[config.mk]
export PLATFORM = sky130hd
export DESIGN_NAME = iniciador_caminho
export DESIGN_NICKNAME = d
export VERILOG_FILES = /design/src/rtl/iniciador_caminho.sv
export SDC_FILE = /design/constraint.sdc
export NUM_CORES = 1
export LEC_CHECK = 0
export CAP_MARGIN = 5
export CORE_MARGIN = 3
export CORE_UTILIZATION = 55
export DETAILED_ROUTE_END_ITERATION = 10
export HOLD_SLACK_MARGIN = 0.1
export MAX_ROUTING_LAYER = met4
export PLACE_DENSITY = 0.79
export SYNTH_ARGS = -nofsm -noshare
export SYNTH_HDL_FRONTEND = slang
export SYNTH_SLANG_ARGS = --single-unit
[constraint.sdc]
create_clock -name clk -period 2.7 [get_ports clk]
set_input_delay 0.54 -clock clk [delete_from_list [all_inputs] [get_ports clk]]
set_output_delay 0.54 -clock clk [all_outputs]
set_load 0.05 [all_outputs]
[src/rtl/iniciador_caminho.sv]
// iniciador_caminho: host-side driver for the path-finding core.
// Forwards host obstacle writes to the core, launches a fonte/destino run,
// collects the path nodes the core emits (destino first, back to fonte) into a
// show-ahead FIFO and returns them to the host as a framed stream.
// Optional feature: define INICIADOR_TIMEOUT_EN to bound the wait for the
// first node; otherwise AGUARDAR waits indefinitely.
// ADDR_WIDTH mirrors the project-wide node address width.
module iniciador_caminho #(
  parameter int ADDR_WIDTH     = 8,
  parameter int FIFO_DEPTH     = 64,
  parameter int TIMEOUT_CYCLES = 65535
) (
  input  logic                  clk,
  input  logic                  rst,
  input  logic                  obst_valid_in,
  output logic                  obst_ready_out,
  input  logic [ADDR_WIDTH-1:0] obst_addr_in,
  input  logic                  obst_data_in,
  input  logic                  cmd_valid_in,
  output logic                  cmd_ready_out,
  input  logic [ADDR_WIDTH-1:0] cmd_fonte_in,
  input  logic [ADDR_WIDTH-1:0] cmd_destino_in,
  output logic                  obstaculos_wr_enable_out,
  output logic [ADDR_WIDTH-1:0] obstaculos_wr_addr_out,
  output logic                  obstaculos_wr_data_out,
  output logic                  top_wr_fonte_out,
  output logic [ADDR_WIDTH-1:0] top_addr_fonte_out,
  output logic [ADDR_WIDTH-1:0] top_addr_destino_out,
  input  logic [ADDR_WIDTH-1:0] gma_read_data_in,
  input  logic                  gma_pronto_in,
  output logic                  cam_valid_out,
  input  logic                  cam_ready_in,
  output logic [ADDR_WIDTH-1:0] cam_data_out,
  output logic                  cam_last_out,
  output logic                  ocupado_out,
  output logic                  erro_overflow_out,
  output logic                  erro_truncado_out,
  output logic                  erro_timeout_out
);

  localparam int PTR_W = $clog2(FIFO_DEPTH);
  localparam int CNT_W = PTR_W + 1;
  localparam logic [ADDR_WIDTH-1:0] SENTINELA = {ADDR_WIDTH{1'b1}};
  // Non-final entries stop one slot short so the final entry always fits.
  localparam logic [CNT_W-1:0] LIMITE = CNT_W'(FIFO_DEPTH - 1);

  if (FIFO_DEPTH < 4 || (FIFO_DEPTH & (FIFO_DEPTH - 1)) != 0 || TIMEOUT_CYCLES < 1) begin : g_param_invalid
    $error("iniciador_caminho: FIFO_DEPTH must be a power of two >= 4 and TIMEOUT_CYCLES >= 1");
  end

  typedef enum logic [2:0] {
    OCIOSO   = 3'd0,
    INICIAR  = 3'd1,
    AGUARDAR = 3'd2,
    COLETAR  = 3'd3,
    DRENAR   = 3'd4
  } estado_t;

  estado_t                estado_q, estado_d;
  logic                   wr_en_q, wr_en_d;
  logic [ADDR_WIDTH-1:0]  wr_addr_q, wr_addr_d;
  logic                   wr_data_q, wr_data_d;
  logic                   start_q, start_d;
  logic [ADDR_WIDTH-1:0]  fonte_q, fonte_d;
  logic [ADDR_WIDTH-1:0]  destino_q, destino_d;
  logic                   ovf_q, ovf_d;
  logic                   trunc_q, trunc_d;
  logic [PTR_W-1:0]       wr_ptr_q, wr_ptr_d;
  logic [PTR_W-1:0]       rd_ptr_q, rd_ptr_d;
  logic [CNT_W-1:0]       count_q, count_d;
  logic [ADDR_WIDTH:0]    mem_q [FIFO_DEPTH];

  logic                   obst_hs_s;
  logic                   cmd_hs_s;
  logic                   push_s;
  logic [ADDR_WIDTH-1:0]  push_data_s;
  logic                   push_last_s;
  logic                   pop_s;
  logic                   drena_fim_s;
  logic [ADDR_WIDTH:0]    head_s;

`ifdef INICIADOR_TIMEOUT_EN
  localparam int TMO_W = $clog2(TIMEOUT_CYCLES + 1);
  localparam logic [TMO_W-1:0] TMO_LIMITE = TMO_W'(TIMEOUT_CYCLES - 1);
  logic [TMO_W-1:0] tmo_cnt_q, tmo_cnt_d;
  logic             tmo_flag_q, tmo_flag_d;
`endif

  // Host handshakes; readiness is forced low while reset is asserted.
  assign obst_ready_out = !rst && (estado_q == OCIOSO);
  assign cmd_ready_out  = !rst && (estado_q == OCIOSO) && !obst_valid_in;
  assign obst_hs_s      = obst_valid_in && obst_ready_out;
  assign cmd_hs_s       = cmd_valid_in && cmd_ready_out;

  // Show-ahead FIFO head, zeroed when nothing is presented.
  assign head_s        = mem_q[rd_ptr_q];
  assign cam_valid_out = !rst && (count_q != {CNT_W{1'b0}});
  assign cam_data_out  = cam_valid_out ? head_s[ADDR_WIDTH-1:0] : {ADDR_WIDTH{1'b0}};
  assign cam_last_out  = cam_valid_out ? head_s[ADDR_WIDTH] : 1'b0;
  assign pop_s         = cam_valid_out && cam_ready_in;
  // DRENAR never pushes, so the FIFO is empty next cycle exactly in these cases.
  assign drena_fim_s   = (count_q == {CNT_W{1'b0}}) || ((count_q == CNT_W'(1)) && pop_s);

  assign ocupado_out              = !rst && (estado_q != OCIOSO);
  assign obstaculos_wr_enable_out = wr_en_q;
  assign obstaculos_wr_addr_out   = wr_addr_q;
  assign obstaculos_wr_data_out   = wr_data_q;
  assign top_wr_fonte_out         = start_q;
  assign top_addr_fonte_out       = fonte_q;
  assign top_addr_destino_out     = destino_q;
  assign erro_overflow_out        = ovf_q;
  assign erro_truncado_out        = trunc_q;
`ifdef INICIADOR_TIMEOUT_EN
  assign erro_timeout_out         = tmo_flag_q;
`else
  assign erro_timeout_out         = 1'b0;
`endif

  // Next-state, core strobes, capture decisions and error flags.
  always_comb begin
    estado_d    = estado_q;
    wr_en_d     = 1'b0;
    wr_addr_d   = wr_addr_q;
    wr_data_d   = wr_data_q;
    start_d     = 1'b0;
    fonte_d     = fonte_q;
    destino_d   = destino_q;
    ovf_d       = ovf_q;
    trunc_d     = trunc_q;
    push_s      = 1'b0;
    push_data_s = gma_read_data_in;
    push_last_s = 1'b0;
`ifdef INICIADOR_TIMEOUT_EN
    tmo_cnt_d   = {TMO_W{1'b0}};
    tmo_flag_d  = tmo_flag_q;
`endif
    case (estado_q)
      OCIOSO: begin
        if (obst_hs_s) begin
          wr_en_d   = 1'b1;
          wr_addr_d = obst_addr_in;
          wr_data_d = obst_data_in;
        end else if (cmd_hs_s) begin
          fonte_d   = cmd_fonte_in;
          destino_d = cmd_destino_in;
          start_d   = 1'b1;
          ovf_d     = 1'b0;
          trunc_d   = 1'b0;
`ifdef INICIADOR_TIMEOUT_EN
          tmo_flag_d = 1'b0;
`endif
          estado_d  = INICIAR;
        end else begin
          estado_d  = OCIOSO;
        end
      end
      INICIAR: begin
        estado_d = AGUARDAR;
      end
      AGUARDAR, COLETAR: begin
        if (gma_pronto_in) begin
          if (gma_read_data_in == fonte_q) begin
            push_s      = 1'b1;
            push_last_s = 1'b1;
            estado_d    = DRENAR;
          end else begin
            estado_d = COLETAR;
            if (count_q < LIMITE) begin
              push_s = 1'b1;
            end else begin
              ovf_d = 1'b1;
            end
          end
        end else if (estado_q == COLETAR) begin
          // Core stopped before reaching fonte: close the frame with the sentinel.
          push_s      = 1'b1;
          push_data_s = SENTINELA;
          push_last_s = 1'b1;
          trunc_d     = 1'b1;
          estado_d    = DRENAR;
        end else begin
`ifdef INICIADOR_TIMEOUT_EN
          if (tmo_cnt_q == TMO_LIMITE) begin
            push_s      = 1'b1;
            push_data_s = SENTINELA;
            push_last_s = 1'b1;
            tmo_flag_d  = 1'b1;
            estado_d    = DRENAR;
          end else begin
            tmo_cnt_d = tmo_cnt_q + TMO_W'(1);
          end
`else
          estado_d = AGUARDAR;
`endif
        end
      end
      DRENAR: begin
        if (drena_fim_s) begin
          estado_d = OCIOSO;
        end else begin
          estado_d = DRENAR;
        end
      end
      default: begin
        estado_d = OCIOSO;
      end
    endcase
  end

  // FIFO pointer and occupancy update.
  always_comb begin
    wr_ptr_d = wr_ptr_q;
    rd_ptr_d = rd_ptr_q;
    count_d  = count_q;
    if (push_s) begin
      wr_ptr_d = wr_ptr_q + PTR_W'(1);
    end else begin
      wr_ptr_d = wr_ptr_q;
    end
    if (pop_s) begin
      rd_ptr_d = rd_ptr_q + PTR_W'(1);
    end else begin
      rd_ptr_d = rd_ptr_q;
    end
    case ({push_s, pop_s})
      2'b10:   count_d = count_q + CNT_W'(1);
      2'b01:   count_d = count_q - CNT_W'(1);
      default: count_d = count_q;
    endcase
  end

  // Control and status registers with synchronous reset.
  always_ff @(posedge clk) begin
    if (rst) begin
      estado_q  <= OCIOSO;
      wr_en_q   <= 1'b0;
      wr_addr_q <= {ADDR_WIDTH{1'b0}};
      wr_data_q <= 1'b0;
      start_q   <= 1'b0;
      fonte_q   <= {ADDR_WIDTH{1'b0}};
      destino_q <= {ADDR_WIDTH{1'b0}};
      ovf_q     <= 1'b0;
      trunc_q   <= 1'b0;
      wr_ptr_q  <= {PTR_W{1'b0}};
      rd_ptr_q  <= {PTR_W{1'b0}};
      count_q   <= {CNT_W{1'b0}};
`ifdef INICIADOR_TIMEOUT_EN
      tmo_cnt_q  <= {TMO_W{1'b0}};
      tmo_flag_q <= 1'b0;
`endif
    end else begin
      estado_q  <= estado_d;
      wr_en_q   <= wr_en_d;
      wr_addr_q <= wr_addr_d;
      wr_data_q <= wr_data_d;
      start_q   <= start_d;
      fonte_q   <= fonte_d;
      destino_q <= destino_d;
      ovf_q     <= ovf_d;
      trunc_q   <= trunc_d;
      wr_ptr_q  <= wr_ptr_d;
      rd_ptr_q  <= rd_ptr_d;
      count_q   <= count_d;
`ifdef INICIADOR_TIMEOUT_EN
      tmo_cnt_q  <= tmo_cnt_d;
      tmo_flag_q <= tmo_flag_d;
`endif
    end
  end

  // FIFO storage; contents need no reset because occupancy gates visibility.
  always_ff @(posedge clk) begin
    if (push_s) begin
      mem_q[wr_ptr_q] <= {push_last_s, push_data_s};
    end
  end

endmodule
# After elaboration in Yosys (flattened, before gate mapping)
# Memory sizes are Yosys's and may differ from the RTL's. A register that Yosys moved wholly into a read port is not among the register bits.
# Index checks and enable logic that the tools add are counted.
# W data, S select, Z words.
# totals
reg_bits	51
ramBits	576
in_bits	39
output_inout_bits	43
elab_cells	95
mem_count	1
# classes
addsub	4
magnitude_cmp	1
eq_ne	15
mux	36
n_bitwise	2
reduce_logical	24
# memory_table
memory	depth	width	rd	rd_clocked_by_memory_dff	write_ports	line	text
mem_q	64	9	1	1	1	71	logic [ADDR_WIDTH:0] mem_q [FIFO_DEPTH];
# op_table
op	count
$mux W8	4
$mux W1	21
$mux W3	5
$ne A2 B2 Y1 const B	7
$pmux W7 S2	1
$add A6 B1 Y6 const B	2
$mux W6	2
$pmux W3 S4	1
$eq A8 B8 Y1	1
$logic_and A1 B1 Y1	8
$add A7 B1 Y7 const B	1
$eq A7 B1 Y1 const B	1
$logic_not A7 Y1	1
$lt A7 B6 Y1 const B	1
$reduce_bool A7 Y1	1
$sub A7 B1 Y7 const B	1
$eq A3 B2 Y1 const B	2
$reduce_and A6 Y1	1
$reduce_and A5 Y1	1
$pmux W1 S2	2
$reduce_bool A2 Y1	2
$reduce_or A2 Y1	2
$eq A3 B1 Y1 const B	1
$eq A3 B3 Y1 const B	1
10 further kinds	12

# Depth between registers and ports, before layout
# Gate-level depths: netlist of the first run.
# depth
ltp_word	7
mapped_depth	14
depth_no_buf	11

# Least setup slack after synthesis of the first run
# Ideal clock, no wire load.
# synth_timing
kind	reg-to-output
from	register count_q[0]
to	output port cam_data_out[4]
arrival_ns	3.369
required_ns	2.160
path_slack_ns	-1.209
stages_incl_launch_ff	7
path_buffers	1
cell_sequence	dfxtp_1 -> inv_1 -> ha_1 -> clkbuf_1 -> a31oi_1 -> nand2_1 -> o311ai_1
# synth_via
elab_chain_len	3
# synth_rtl
item	line	text
start: declaration	70	logic [CNT_W-1:0] count_q, count_d;
start signal: assignment	246	count_q <= {CNT_W{1'b0}};
start signal: assignment	263	count_q <= count_d;
$reduce_bool A7 Y1	97	assign cam_valid_out = !rst && (count_q != {CNT_W{1'b0}});
$logic_and A1 B1 Y1	97	
net cam_valid_out	31	output logic cam_valid_out,
$mux W8	98	assign cam_data_out = cam_valid_out ? head_s[ADDR_WIDTH-1:0] : {ADDR_WIDTH{1'b0}};
end: declaration	33	output logic [ADDR_WIDTH-1:0] cam_data_out,
# The timed path passes the listed nets, and every way through them passes these cells.

==> results.json, run 1 <==
{
  "final_nets": 1751,
  "cpMaxStageDelayCell": "mux4_2",
  "violations": "setup timing",
  "routed-wl-met2_um": 31500,
  "total_power_mw": 19.7,
  "synth_fp_nets": 1433,
  "crit_family": "multiplexers",
  "slew_viol_final": 0,
  "portBuffers": 80,
  "status": "finished with violations",
  "seq_area_frac_synth_pct": 73.6,
  "worstPathRequired_ps": 2160,
  "grtUsageTotal_pct": 28.6,
  "slew_headroom_pct": 48.5,
  "multi_input_area_um2": 6630,
  "fillCellCount": 2582,
  "rsz0062_at_grt": "yes",
  "hold_depth": 2,
  "die_x_um": 219,
  "synth_edf_count": 576,
  "ys_async_sr_fraction_pct": 0,
  "synth_cells": 1388,
  "wl_met1_um": 23800,
  "setup_viol": 9,
  "pre_cts_slack_ps": -350,
  "peakVddDrop_v": 0.000506,
  "internal_power_mw": 15.7,
  "path_cells": "buf_12 -> buf_4 -> mux4_2 -> nand2_1 -> and3_2 -> a2111oi_4 -> a221o_2 -> buf_12",
  "wirelength_um": 66200,
  "post-route-min-period_ps": 3450,
  "start_util_pct": 56.2,
  "layout_common_cells": "edfxtp_1 (576), buf_4 (203), mux4_2 (117)",
  "drc_errors": 0,
  "grt_pass1_wl_um": 97500,
  "layout_commonest_cell": "edfxtp_1",
  "clkLatencyLatePin_ps": 620,
  "synth_top_area_cell": "edfxtp_1",
  "dp.cells": 2207,
  "wl_per_cell_um": 28.2,
  "netlist_area_um2": 25100,
  "cts.clk_slew.worst_paths_ps": 60,
  "r2r_cells": 10,
  "grt_max_degree": 65,
  "cts_max_path_buffers": 3,
  "antenna_found_initial": 1,
  "maxCapViolCount": 0,
  "crit_type": "flop to output pin",
  "finalWorstSetupSlack_ps": -745,
  "route.met3.wl_um": 8190,
  "drive_gt1_share_pct": 33.8,
  "hold_start": "rst",
  "vias": 15000,
  "firstDrtPassIters": 8,
  "yosys_warnings": 0,
  "start_kind": "flop",
  "swShare_pct": 20.2,
  "slowest_delay_ps": 520,
  "yosysUniqueCellTypes": 66,
  "cts_buffers": 60,
  "gp_congestion": 0.954,
  "drt-initial-drc-count": 2380,
  "ioPinCount": 82,
  "hold_path.class": "input port to flop",
  "tightestPinTransition_ps": 764,
  "syn_area_per_cell_um2": 18.1,
  "switchingPower_mw": 3.98,
  "powerDensity_nw_per_um2": 631,
  "htree_levels": 2,
  "dieArea_um2": 48200,
  "ff_latch_area_um2": 18500,
  "vias_per_cell": 6.39,
  "die_h_um": 219,
  "crit_buf_inv": 3,
  "overflow": 0,
  "p_leak_nw": 10.3,
  "root_buffer": "clkbuf_16",
  "max_freq_ghz": 0.290,
  "finalHoldViolations": 0,
  "yosysTopAreaCellShare_pct": 69.0,
  "r2r_start": "count_q[0]$_SDFFE_PP0P_",
  "path_max_fanout": 6,
  "highest_layer": "met4",
  "core_um2": 44600,
  "r2r-end": "count_q[5]$_SDFFE_PP0P_",
  "clock-sinks": 633,
  "power_frac_seq_pct": 54.4,
  "combPwrFrac_pct": 2.7,
  "cp_common_cell": "buf_12",
  "min_period_over_period_pct": 128,
  "clockPowerShare_pct": 42.9,
  "area_growth_pct": 24.3,
  "cts_tree": "done",
  "final_core_util_pct": 69.9,
  "critPathArrivalTime_ps": 2910,
  "synthTopCellsByArea": "edfxtp_1 (69%), mux4_2 (10%), dfxtp_1 (4.6%), mux2i_1 (2.4%), nor2_1 (1.6%)",
  "grt_pass1_vias": 15100,
  "ys_ff_latch": 633,
  "holdWs_ps": 238,
  "synth_top_flop_cell": "edfxtp_1",
  "rrSetupSlack_ps": 90,
  "ant_nets": 0,
  "crit_path_end_kind": "output pin",
  "hpwlAfterDp_um": 39900,
  "fin_skew_ps": 15.5,
  "stdcell_count": 2347,
  "num_rows": 77
}
## area by class of cell
type                    count  area share [%]
multi-input cells         665            21.3
repair buffers            333            10.6
flip-flops and latches    633            59.2
inverters                  13           0.157
clock buffers              74            5.32
diodes                      2          0.0161
clock inverters            35           0.988
well taps                 592            2.38
## synth_stat cells (6+ instances only)
cell / count
a211oi_1: 7
a21oi_1: 35
a22oi_1: 24
a31oi_1: 9
a32oi_1: 8
and2_1: 7
buf_1: 8
buf_2: 24
buf_4: 10
buf_6: 7
clkbuf_1: 24
dfxtp_1: 57
edfxtp_1: 576
ha_1: 6
inv_1: 9
mux2i_1: 61
mux4_1: 8
mux4_2: 114
nand2_1: 95
nand3_1: 28
nand4_1: 9
nor2_1: 104
nor2b_1: 14
nor3_1: 6
o21ai_0: 14
o22ai_1: 8
or2_2: 9
xnor2_1: 12
xor2_1: 6
## layer usage
layer  global-route usage [%]  up-vias
met5                        -        -
met4                     11.7        0
met3                     7.49      208
met2                     43.1     1068
met1                     37.6     7532
li1                         -     6192
## sequential cells by signal, indices dropped and copies added (netlist names), 3 cells and up, named ones only
register and count:
mem_q 576, top_addr_destino_out 8, rd_ptr_q 6, count_q 7, top_addr_fonte_out 8, estado_q 3
wr_ptr_q 6, obstaculos_wr_addr_out 8
## stage by stage
step	instance area [um^2]	setup TNS (ps)
2_1_floorplan	25200	0
3_3_place_gp	28300	-37010
3_5_place_dp	28300	-75680
4_1_cts	30900	-6040
5_1_grt	31200	-6600
6_report	31200	-6230
## worst reg2reg max path: cells and delay by family, from the launching register on
kind | cells | cell delay, ps
compound gates | 2 | 540
fa+ha+maj | 2 | 400
buf+inv | 2 | 210
flops | 1 | 370
simple gates | 4 | 1020
## repair_timing
| item | 4_1_cts | 5_1_grt |
|---|---|---|
| setup endpoints to repair | 9 | 10 |
| setup buffers | 20 | 9 |
| resized for setup | 94 | 33 |
| hold buffers | 0 | 0 |
| gates cloned | 5 | 0 |
| pin swaps | 22 | 18 |
## power groups by stage
stage | clock network, mW | logic (mW) | registers, mW
3_5_place_dp | 0 | 0.511 | 10.9
3_3_place_gp | 0 | 0.497 | 10.9
4_1_cts | 8.48 | 0.528 | 10.7
2_1_floorplan | 0 | 0.188 | 11.0
6_report | 8.43 | 0.534 | 10.7
5_1_grt | 8.88 | 0.563 | 10.7
## logic make-up (layout without fill, tap and decap cells)
| group | Yosys count | after routing | share of synthesized area [%] |
|---|---|---|---|
| multiplexers | 189 | 189 | 13.8 |
| adder cells (fa/ha/maj) | 6 | 6 | 0.299 |
| buffers and inverters | 90 | 455 | 2.05 |
| XOR/XNOR | 18 | 18 | 0.629 |
| AND/OR/NAND/NOR | 310 | 310 | 5.85 |
| AO/OA/AOI/OAI | 141 | 141 | 3.81 |
| flip-flops | 633 | 633 | 73.6 |
| other | 1 | 3 | 0.0150 |
## how the worst max path moves through the flow
stage / slack (ps) / to / depth (start not counted) / start
2_1_floorplan: 20 / count_q[5]$_SDFFE_PP0P_ / 13 / gma_read_data_in[6]
3_3_place_gp: -300 / count_q[5]$_SDFFE_PP0P_ / 13 / gma_read_data_in[7]
3_5_place_dp: -350 / count_q[5]$_SDFFE_PP0P_ / 13 / gma_read_data_in[2]
4_1_cts: -710 / cam_data_out[4] / 8 / flop
5_1_grt: -780 / cam_data_out[2] / 9 / flop
6_report: -750 / cam_data_out[3] / 8 / flop
Note: power is estimated with default switching activity, not from simulation.
==> run 2, diff against run 1 <==
--- a/config.mk
+++ b/config.mk
@@ -5,13 +5,16 @@
 export SDC_FILE = /design/constraint.sdc
 export NUM_CORES = 1
 export LEC_CHECK = 0
+export ABC_AREA = 1
 export CAP_MARGIN = 5
+export CORE_ASPECT_RATIO = 0.6
 export CORE_MARGIN = 3
-export CORE_UTILIZATION = 55
+export CORE_UTILIZATION = 57
 export DETAILED_ROUTE_END_ITERATION = 10
+export DONT_BUFFER_PORTS = 1
 export HOLD_SLACK_MARGIN = 0.1
 export MAX_ROUTING_LAYER = met4
-export PLACE_DENSITY = 0.79
+export PLACE_DENSITY = 0.78
 export SYNTH_ARGS = -nofsm -noshare
 export SYNTH_HDL_FRONTEND = slang
 export SYNTH_SLANG_ARGS = --single-unit
==> run 2 against run 1 <==
The run still ends with setup timing left; setup slack better by 210 ps; global-route usage increased by 2.5 points; register-to-register slack improved by 140 ps; area after synthesis rose by 4.0%; clock power is 7.7% lower; first-iteration DRC count up 41%; non-clock buffer count shrank 127.
==> results.json, run 2 <==
{
  "hold_start": "cmd_destino_in[1]",
  "slew_headroom_pct": 39.2,
  "yosys_warnings": 0,
  "portBuffers": 0,
  "synth_compound_area_share_pct": 1.45,
  "ant_nets": 0,
  "wirelength_um": 76300,
  "path_max_fanout": 15,
  "synth_top_flop_cell": "edfxtp_1",
  "cts_max_path_buffers": 3,
  "firstDrtPassIters": 7,
  "start_kind": "flop",
  "top_register": "mem_q",
  "finalWorstSetupSlack_ps": -540,
  "final_nets": 2524,
  "total_power_mw": 20.0,
  "cts.clk_slew.worst_paths_ps": 70,
  "synth_cells": 2347,
  "area_growth_pct": 20.1,
  "yosysUniqueCellTypes": 38,
  "dpl-instance-area_um2": 27600,
  "drive_gt1_share_pct": 17.3,
  "antenna_found_initial": 1,
  "htree_levels": 2,
  "tightestPinTransition_ps": 908,
  "gp_congestion": 0.934,
  "synthTopCellsByArea": "edfxtp_1 (66%), nand2_1 (11%), nand3_1 (9.8%), dfxtp_1 (4.4%), nor2_1 (1.8%)",
  "drc_errors": 0,
  "synth_top_family_by_area": "simple AND/OR/NAND/NOR gates",
  "grt_pass1_wl_um": 109000,
  "layout_common_cells": "nand2_1 (733), edfxtp_1 (576), nand3_1 (433)",
  "dieArea_um2": 48400,
  "stdcell_count": 3110,
  "ys_async_sr_fraction_pct": 0,
  "combPwrFrac_pct": 7.0,
  "worstPathRequired_ps": 2160,
  "synth_edf_count": 576,
  "cts_buffers": 54,
  "post-route-min-period_ps": 3240,
  "die_x_um": 282,
  "power_frac_seq_pct": 54.1,
  "rrSetupSlack_ps": 230,
  "hold_end": "top_addr_destino_out[1]$_SDFFE_PP0P_",
  "layout_commonest_cell": "nand2_1",
  "internal_power_mw": 15.5,
  "synthTopCellsByCount": "nand2_1 (779), edfxtp_1 (576), nand3_1 (508)",
  "syn_area_per_cell_um2": 11.1,
  "wl_per_cell_um": 24.5,
  "hold_path.class": "input port to flop",
  "synth_top_area_cell": "edfxtp_1",
  "finalHoldViolations": 0,
  "maxCapViolCount": 0,
  "crit_type": "flop to output pin",
  "root_buffer": "clkbuf_16",
  "clkLatencyLatePin_ps": 600,
  "vias": 19500,
  "grt_pass1_vias": 18200,
  "seq_area_frac_synth_pct": 70.7,
  "hold_depth": 2,
  "start_util_pct": 58.0,
  "clock-sinks": 633,
  "pre_cts_slack_ps": 34.8,
  "ioPinCount": 82,
  "fin_skew_ps": 25.3,
  "finalSetupTns_ps": -4260,
  "holdWs_ps": 127,
  "ys_ff_latch": 633,
  "synth_fp_nets": 2392,
  "setup_viol": 9,
  "netlist_area_um2": 26100,
  "yosysMostFrequentCell": "nand2_1",
  "peakVddDrop_v": 0.000589,
  "cts_tree": "done",
  "num_rows": 60,
  "dp.cells": 2951,
  "final_core_util_pct": 69.6,
  "r2r-end": "mem_q[43][0]$_DFFE_PP_",
  "p_leak_nw": 11.5,
  "r2r_cells": 9,
  "synth_xor_area_share_pct": 0.437,
  "crit_path_end_kind": "output pin",
  "overflow": 0,
  "synthMuxAreaShare_pct": 0,
  "core_um2": 45000,
  "grt_max_degree": 86,
  "vias_per_cell": 6.28,
  "hpwlAfterDp_um": 41100,
  "critPathArrivalTime_ps": 2700,
  "r2r_start": "top_addr_fonte_out[4]$_SDFFE_PP0P_",
  "powerDensity_nw_per_um2": 638,
  "synthAdderAreaFrac_pct": 0.288,
  "drt-initial-drc-count": 3364,
  "slew_viol_final": 0,
  "design_area_um2": 31300,
  "die_h_um": 172,
  "min_period_over_period_pct": 120,
  "max_freq_ghz": 0.309,
  "violations": "setup timing",
  "clockPowerShare_pct": 38.9,
  "status": "finished with violations",
  "switchingPower_mw": 4.52,
  "synthSimpleGateAreaFrac_pct": 23.6,
  "yosysTopAreaCellShare_pct": 66.3,
  "rsz0062_at_grt": "yes",
  "largest_register_ffs": 576,
  "grtUsageTotal_pct": 31.0,
  "swShare_pct": 22.6
}
[run 2: cell types whose count changed after synthesis, sizes merged, moves of 8 or more]
cell | before | now
a22oi | 24 | 0
a31oi | 9 | 0
a32oi | 8 | 0
buf | 53 | 108
inv | 12 | 44
mux2i | 61 | 0
mux4 | 122 | 0
nand2 | 95 | 786
nand3 | 28 | 512
nor2 | 104 | 126
nor2b | 14 | 0
o21ai | 19 | 39
o22ai | 8 | 0
xnor2 | 12 | 4
[run 2: critical path, cell delays in order, from the launching register on]
cell and delay (ps):
dfxtp_4 390, buf_6 140, buf_12 160, buf_6 120, clkbuf_16 170, nand2_1 60, nand3_1 90, nand3_2 110
nand2_2 90, nand2_1 80, nand3_1 160, nand3_2 120, a21oi_4 240, buf_6 190
[run 2: power groups by stage]
stage	sequential, mW	clock [mW]	combinational, mW
after floorplan	11.0	0	0.644
after global placement	11.0	0	0.997
after detailed placement	11.0	0	1.04
after CTS	10.8	7.78	1.22
after global routing	10.8	8.20	1.47
final	10.8	7.78	1.40
[run 2: worst max path at each step]
stage | start | end | slack, ps
CTS | flop | cam_data_out[2] | -410
floorplan | flop | cam_data_out[2] | 180
detailed placement | flop | cam_data_out[1] | 30
finish | flop | cam_data_out[3] | -540
global route | flop | cam_data_out[1] | -540
global placement | flop | cam_data_out[2] | 30
[run 2: layer usage]
metal | track usage, % | share of wire (%)
met3 | 7.84 | 15
met2 | 45.8 | 45
met5 | - | 0
met1 | 43.8 | 37
met4 | 7.27 | 2.6
[run 2: final cells by class]
cell class / instances / area (um^2)
Clock inverter: 27 / 220
Timing Repair inverter: 2 / 46.3
Multi-Input combinational cell: 1534 / 7340
Timing Repair Buffer: 206 / 2770
Sequential cell: 633 / 18400
Fill cell: 2886 / 13700
Clock buffer: 70 / 1530
Inverter: 48 / 223
Tap cell: 589 / 737
Antenna cell: 1 / 2.50
[run 2: what timing repair did]
action / in CTS / in global routing
endpoints found under the setup margin: 10 / 11
buffers inserted: 11 / 11
hold endpoints to repair: 17 / 0
hold buffers: 9 / 0
gates resized for setup: 100 / 99
pin swaps: 14 / 52
cloned: 16 / 16
[run 2: cells by family (layout without fill, tap and decap cells)]
kind of cell	Yosys count	in the layout
simple gates	1440	1440
compound gates	74	74
other cells	1	2
buf+inv	180	353
fa+ha+maj	6	6
flops	633	633
xor+xnor	13	13
==> run 3, diff against run 2 <==
--- a/config.mk
+++ b/config.mk
@@ -9,12 +9,13 @@
 export CAP_MARGIN = 5
 export CORE_ASPECT_RATIO = 0.6
 export CORE_MARGIN = 3
-export CORE_UTILIZATION = 57
+export CORE_UTILIZATION = 60
 export DETAILED_ROUTE_END_ITERATION = 10
 export DONT_BUFFER_PORTS = 1
 export HOLD_SLACK_MARGIN = 0.1
 export MAX_ROUTING_LAYER = met4
-export PLACE_DENSITY = 0.78
+export PLACE_DENSITY = 0.79
+export SETUP_SLACK_MARGIN = 0.4
 export SYNTH_ARGS = -nofsm -noshare
 export SYNTH_HDL_FRONTEND = slang
 export SYNTH_SLANG_ARGS = --single-unit
==> constraint.sdc (replaced) <==
create_clock -name clk -period 3.1 [get_ports clk]
set_input_delay 0.62 -clock clk [delete_from_list [all_inputs] [get_ports clk]]
set_output_delay 0.62 -clock clk [all_outputs]
set_load 0.05 [all_outputs]
==> run 3 against run 2 <==
The run still ends with setup timing left; setup slack better by 170 ps; first-iteration DRC count is 17% higher; die area is 4.9% lower; non-clock buffer count is 32 lower; combinational power is 14% lower; global-route usage is 2.3 points higher; total power is 12% lower; wire length is 2.8% higher; utilization is 3.8 points higher; count of clock-buffer cells in the layout is 12 higher; design area is 0.59% lower; largest cell class unchanged; largest power group unchanged.
==> results.json, run 3 (synthesis gave the netlist of run 2 again) <==
{
  "firstDrtPassIters": 6,
  "ioPinCount": 82,
  "overflow": 0,
  "fillCellCount": 2527,
  "num_rows": 58,
  "vias": 19700,
  "status": "finished with violations",
  "grtUsageTotal_pct": 33.4,
  "post-route-min-period_ps": 3470,
  "antenna_found_initial": 1,
  "crit_path_end_kind": "output pin",
  "clkLatencyLatePin_ps": 630,
  "hpwlAfterDp_um": 40800,
  "layout_common_cells": "nand2_1 (731), edfxtp_1 (576), nand3_1 (398)",
  "grt_max_degree": 117,
  "p_leak_nw": 11.4,
  "dieArea_um2": 46100,
  "crit_type": "flop to output pin",
  "path_max_fanout": 10,
  "violations": "setup timing",
  "powerDensity_nw_per_um2": 563,
  "drive_gt1_share_pct": 18.2,
  "layout_commonest_cell": "nand2_1",
  "gp_congestion": 0.905,
  "portBuffers": 0,
  "pre_cts_slack_ps": 213,
  "largest_register_ffs": 576,
  "tightestPinTransition_ps": 1030,
  "clock-sinks": 633,
  "cts_max_path_buffers": 3,
  "dp.cells": 2911,
  "hold_path.class": "input port to flop",
  "rsz0062_at_grt": "yes",
  "core_um2": 42400,
  "critPathArrivalTime_ps": 2850,
  "cts_tree": "done",
  "die_h_um": 167,
  "top_register": "mem_q",
  "stdcell_count": 3064,
  "die_x_um": 275,
  "ant_nets": 0,
  "area_growth_pct": 19.4,
  "root_buffer": "clkbuf_16",
  "max_freq_ghz": 0.288,
  "wl_per_cell_um": 25.6,
  "slew_headroom_pct": 31.1,
  "finalWorstSetupSlack_ps": -370,
  "fin_skew_ps": 26.9,
  "final_nets": 2494,
  "finalHoldViolations": 0,
  "htree_levels": 2,
  "drt-initial-drc-count": 3923,
  "start_util_pct": 61.5,
  "min_period_over_period_pct": 112,
  "vias_per_cell": 6.44,
  "setup_viol": 9,
  "slew_viol_final": 0,
  "final_core_util_pct": 73.4,
  "cts.clk_slew.worst_paths_ps": 70,
  "wirelength_um": 78400,
  "maxCapViolCount": 0,
  "start_kind": "flop",
  "cts_buffers": 54,
  "grt_pass1_wl_um": 112000,
  "grt_pass1_vias": 18300,
  "peakVddDrop_v": 0.000551,
  "drc_errors": 0,
  "worstPathRequired_ps": 2480
}
## run 3: cell count changes in the layout (fill, tap and decap cells not counted), sizes merged
cell and delta:
nand2 +1, clkbuf +6, clkinvlp -1, clkinv -9
inv +2, buf -22, dlygate4sd3 -8, bufbuf +4
## run 3: final timing paths
check | start | endpoint | slack [ps] | cells past startpoint
worst max-delay path | flop | cam_data_out[0] | -370 | 13
worst min-delay path | obst_addr_in[6] | obstaculos_wr_addr_out[6]$_SDFFE_PP0P_ | 120 | 2
worst max register to register | top_addr_fonte_out[2]$_SDFFE_PP0P_ | mem_q[11][6]$_DFFE_PP_ | 590 | 10
worst min register to register | count_q[6]$_SDFFE_PP0P_ | count_q[6]$_SDFFE_PP0P_ | 500 | 2
## run 3: worst max-delay path, stage by stage, from the launching register on
cell     delay (ps)
dfxtp_4         380
buf_12          150
buf_12          140
buf_12          130
inv_6           130
nand2_1          70
nand3_1         100
nand3_2         160
nand2_1         130
nand2_1         110
nand3_2         180
nand3_2         150
a21oi_2         220
buf_6           180
## run 3: layer usage
metal  GRT usage [%]  routed length [um]
met5               -                   0
met4            11.4                3780
met2            47.2               34400
met3            9.22               12400
met1            47.1               27800
## run 3: timing repair
item	4_1_cts	5_1_grt
endpoints found under the setup margin	13	14
hold buffers	1	0
cloned	16	10
endpoints found under the hold margin	9	0
resized for setup	119	129
setup buffers	21	4
pin swaps	36	79
## run 3: report_power, final
part	total (mW)	leakage, nW	switching [mW]	internal (mW)
clock network	6.92	0.862	3.11	3.81
registers	9.41	5.71	0.0898	9.32
logic	1.20	4.85	0.818	0.386
## run 3: cell type report
type / instances / area [um^2] / share of cell area, %
sequential: 633 / 18400 / 59.3
multi-input combinational: 1535 / 7640 / 24.5
timing repair buffer: 174 / 2310 / 7.42
clock buffer: 82 / 1600 / 5.15
tap: 570 / 713 / 2.29
inverter: 48 / 214 / 0.687
clock inverter: 18 / 164 / 0.527
timing repair inverter: 3 / 33.8 / 0.109
antenna: 1 / 2.50 / 0.00804
## run 3: metrics by stage
stage | total power, mW | hold slack, ps | area [um^2] | TNS, ps
2_1_floorplan | 10.2 | 451 | 26100 | 0
3_3_place_gp | 10.4 | 470 | 27300 | 0
3_5_place_dp | 10.5 | 482 | 27300 | 0
4_1_cts | 17.3 | 113 | 30200 | -1260
5_1_grt | 17.9 | 128 | 31100 | -3190
6_report | 17.5 | 121 | 31100 | -2740
==> RTL change, RTL diff (flow settings as in run 2) <==
Re-encode `estado_t` (5 values) as one-hot, 5 bits wide.
--- a/src/rtl/iniciador_caminho.sv
+++ b/src/rtl/iniciador_caminho.sv
@@ -48,12 +48,12 @@
     $error("iniciador_caminho: FIFO_DEPTH must be a power of two >= 4 and TIMEOUT_CYCLES >= 1");
   end
 
-  typedef enum logic [2:0] {
-    OCIOSO   = 3'd0,
-    INICIAR  = 3'd1,
-    AGUARDAR = 3'd2,
-    COLETAR  = 3'd3,
-    DRENAR   = 3'd4
+  typedef enum logic [4:0] {
+    OCIOSO   = 5'b00001,
+    INICIAR  = 5'b00010,
+    AGUARDAR = 5'b00100,
+    COLETAR  = 5'b01000,
+    DRENAR   = 5'b10000
   } estado_t;
 
   estado_t                estado_q, estado_d;
Behaviour: no difference found for any inputs over 4 cycles, from zero or initial values and one cycle with rst high; so few cycles prove little.
==> RTL change against run 2 <==
The run still ends with negative setup slack left. Sequential cell count grew 2. Final area grew 1.5%. Setup slack gained 53 ps. Area after synthesis grew 1.0%. Routed wire length grew 1.7%. Critical endpoint is now cam_data_out[4]. Largest cell class unchanged. Highest routed layer unchanged.
Power is not compared: it rests on default switching activity, and its combinational part moved more than twofold at a synthesized area within 25%.
==> RTL change: results (changes against run 2) <==
| Metric | Value |
|---|---|
| Run status | `complete, but fails checks` |
| Violations in the final reports | `negative setup slack` |
| Number of non-filler instances in the completed layout | `3160 (+1.6%)` |
| Layout cell share with drive strength beyond 1 | `18.9% (+1.6 points)` |
| Signal arrival time at the worst endpoint | `2650 ps (-50 ps)` |
| Filler Cells Inserted | `2890 (+0.14%)` |
| Global Route Usage Sum | `30.9% (-0.11 points)` |
| Wire length reported by the detailed router | `77600 um (+1.7%)` |
| Number of antenna violations at the first check in global routing | `1 (unchanged)` |
| Placer Congestion | `0.955 (+2.3%)` |
| Hold Path Cell Cnt | `3 (+1)` |
| Number of placed instances, taps included | `2991 (+1.4%)` |
| Maximum fanout count along the critical path | `7 (-8)` |
| Final total negative setup slack | `-4010 ps (+254 ps)` |
| Number of nets in the layout | `2540 (+0.63%)` |
| Portion of the post-synthesis area used by sequential elements | `70.2% (-0.55 points)` |
| Final clock skew | `17.1 ps (-8.16 ps)` |
| Global-route wire length before repair | `113000 um (+3.2%)` |
| Post-synthesis cell count | `2363 (+0.68%)` |
| Maximum ir drop on the vdd rail | `501 uV` |
| Delay of the slowest critical-path stage | `370 ps (-20 ps)` |
| Most numerous cell types in the synthesized netlist | `sky130_fd_sc_hd__nand2_1 (812), sky130_fd_sc_hd__edfxtp_1 (576), sky130_fd_sc_hd__nand3_1 (512)` |
| Library cells used by synthesis | `41 (+7.9%)` |
| First-iteration detailed-routing DRC count | `3332 (-0.95%)` |
| HPWL after detailed placement | `41400 um (+0.87%)` |
| Slew at the pin with the worst max-slew slack | `983 ps (+75.0 ps)` |
| Number of setup violations in the final report | `9 (unchanged)` |
| Pin count of the biggest net entering global routing | `79 (-8.1%)` |
| Final WS setup | `-487 ps (+53.1 ps)` |
| Antenna diodes | `0 (-1)` |
| Via-per-instance ratio | `6.26 (-0.26%)` |
| Number of cells traversed by the worst register-to-register path | `12 (+3)` |
| Leading post-synthesis cells by cell area | `sky130_fd_sc_hd__edfxtp_1 (66%), sky130_fd_sc_hd__nand2_1 (12%), sky130_fd_sc_hd__nand3_1 (9.7%), sky130_fd_sc_hd__dfxtp_1 (4.5%), sky130_fd_sc_hd__nor2_1 (1.2%)` |
[RTL change: layout make-up]
| type | instances | area (um^2) | area share [%] |
|---|---|---|---|
| clock buffers | 65 | 1390 | 4.38 |
| clock inverters | 36 | 414 | 1.30 |
| inverters | 59 | 260 | 0.819 |
| multi-input cells | 1535 | 7700 | 24.2 |
| flip-flops and latches | 635 | 18500 | 58.2 |
| well taps | 620 | 776 | 2.44 |
| repair buffers | 209 | 2720 | 8.56 |
| repair inverters | 1 | 16.3 | 0.0512 |
[RTL change: worst min-delay path: stages]
cell	delay, ps
sky130_fd_sc_hd__a21oi_1	20
sky130_fd_sc_hd__o21ai_0	60
sky130_fd_sc_hd__inv_1	40
[RTL change: cells by family after synthesis]
family | count (synthesis) | share of synthesized area [%]
flops | 635 | 70.2
fa+ha+maj | 6 | 0.285
other cells | 1 | 0.0142
xor+xnor | 10 | 0.333
simple gates | 1445 | 23.7
compound gates | 73 | 1.48
buf+inv | 193 | 3.99
[RTL change: timing repair]
| item | 4_1_cts | 5_1_grt |
|---|---|---|
| hold buffers | 25 | 0 |
| endpoints found under the setup margin | 10 | 12 |
| setup buffers | 14 | 4 |
| endpoints found under the hold margin | 32 | 0 |
| gates resized for setup | 102 | 160 |
| cloned | 14 | 15 |
| pin swaps | 26 | 66 |
[RTL change: path summary, 6_finish.rpt]
check                   startpoint                    end  slack (ps)
max reg2reg             count_q[2]             count_q[6]         160
min reg2reg  top_addr_fonte_out[4]  top_addr_fonte_out[4]         500
max                       register        cam_data_out[4]        -490
min                            rst             count_q[1]         120
[RTL change: metrics by stage]
stage	utilization [%]	hold slack [ps]	setup slack [ps]	instance area, um^2
after floorplan	-	443	188	26300
after global placement	61.5	467	-127	27800
after detailed placement	61.5	476	-143	27800
after CTS	68.1	101	-488	30800
after global routing	70.3	106	-585	31800
final	70.3	117	-487	31800
[RTL change: routing by layer]
layer / vias up / part of all wire, % / track usage, %
met5: - / 0 / -
met3: 224 / 16 / 9.39
met4: 0 / 3.2 / 8.39
met2: 1733 / 44 / 43.7
met1: 9365 / 37 / 43.8
li1: 8470 / - / -
[RTL change: power groups by stage]
stage                     registers [mW]  clock network, mW  logic (mW)
after detailed placement            11.0                  0       0.324
after floorplan                     11.0                  0       0.166
after global placement              11.0                  0       0.312
final                               10.8               8.12       0.378
after CTS                           10.8               8.10       0.365
after global routing                10.8               8.53       0.400
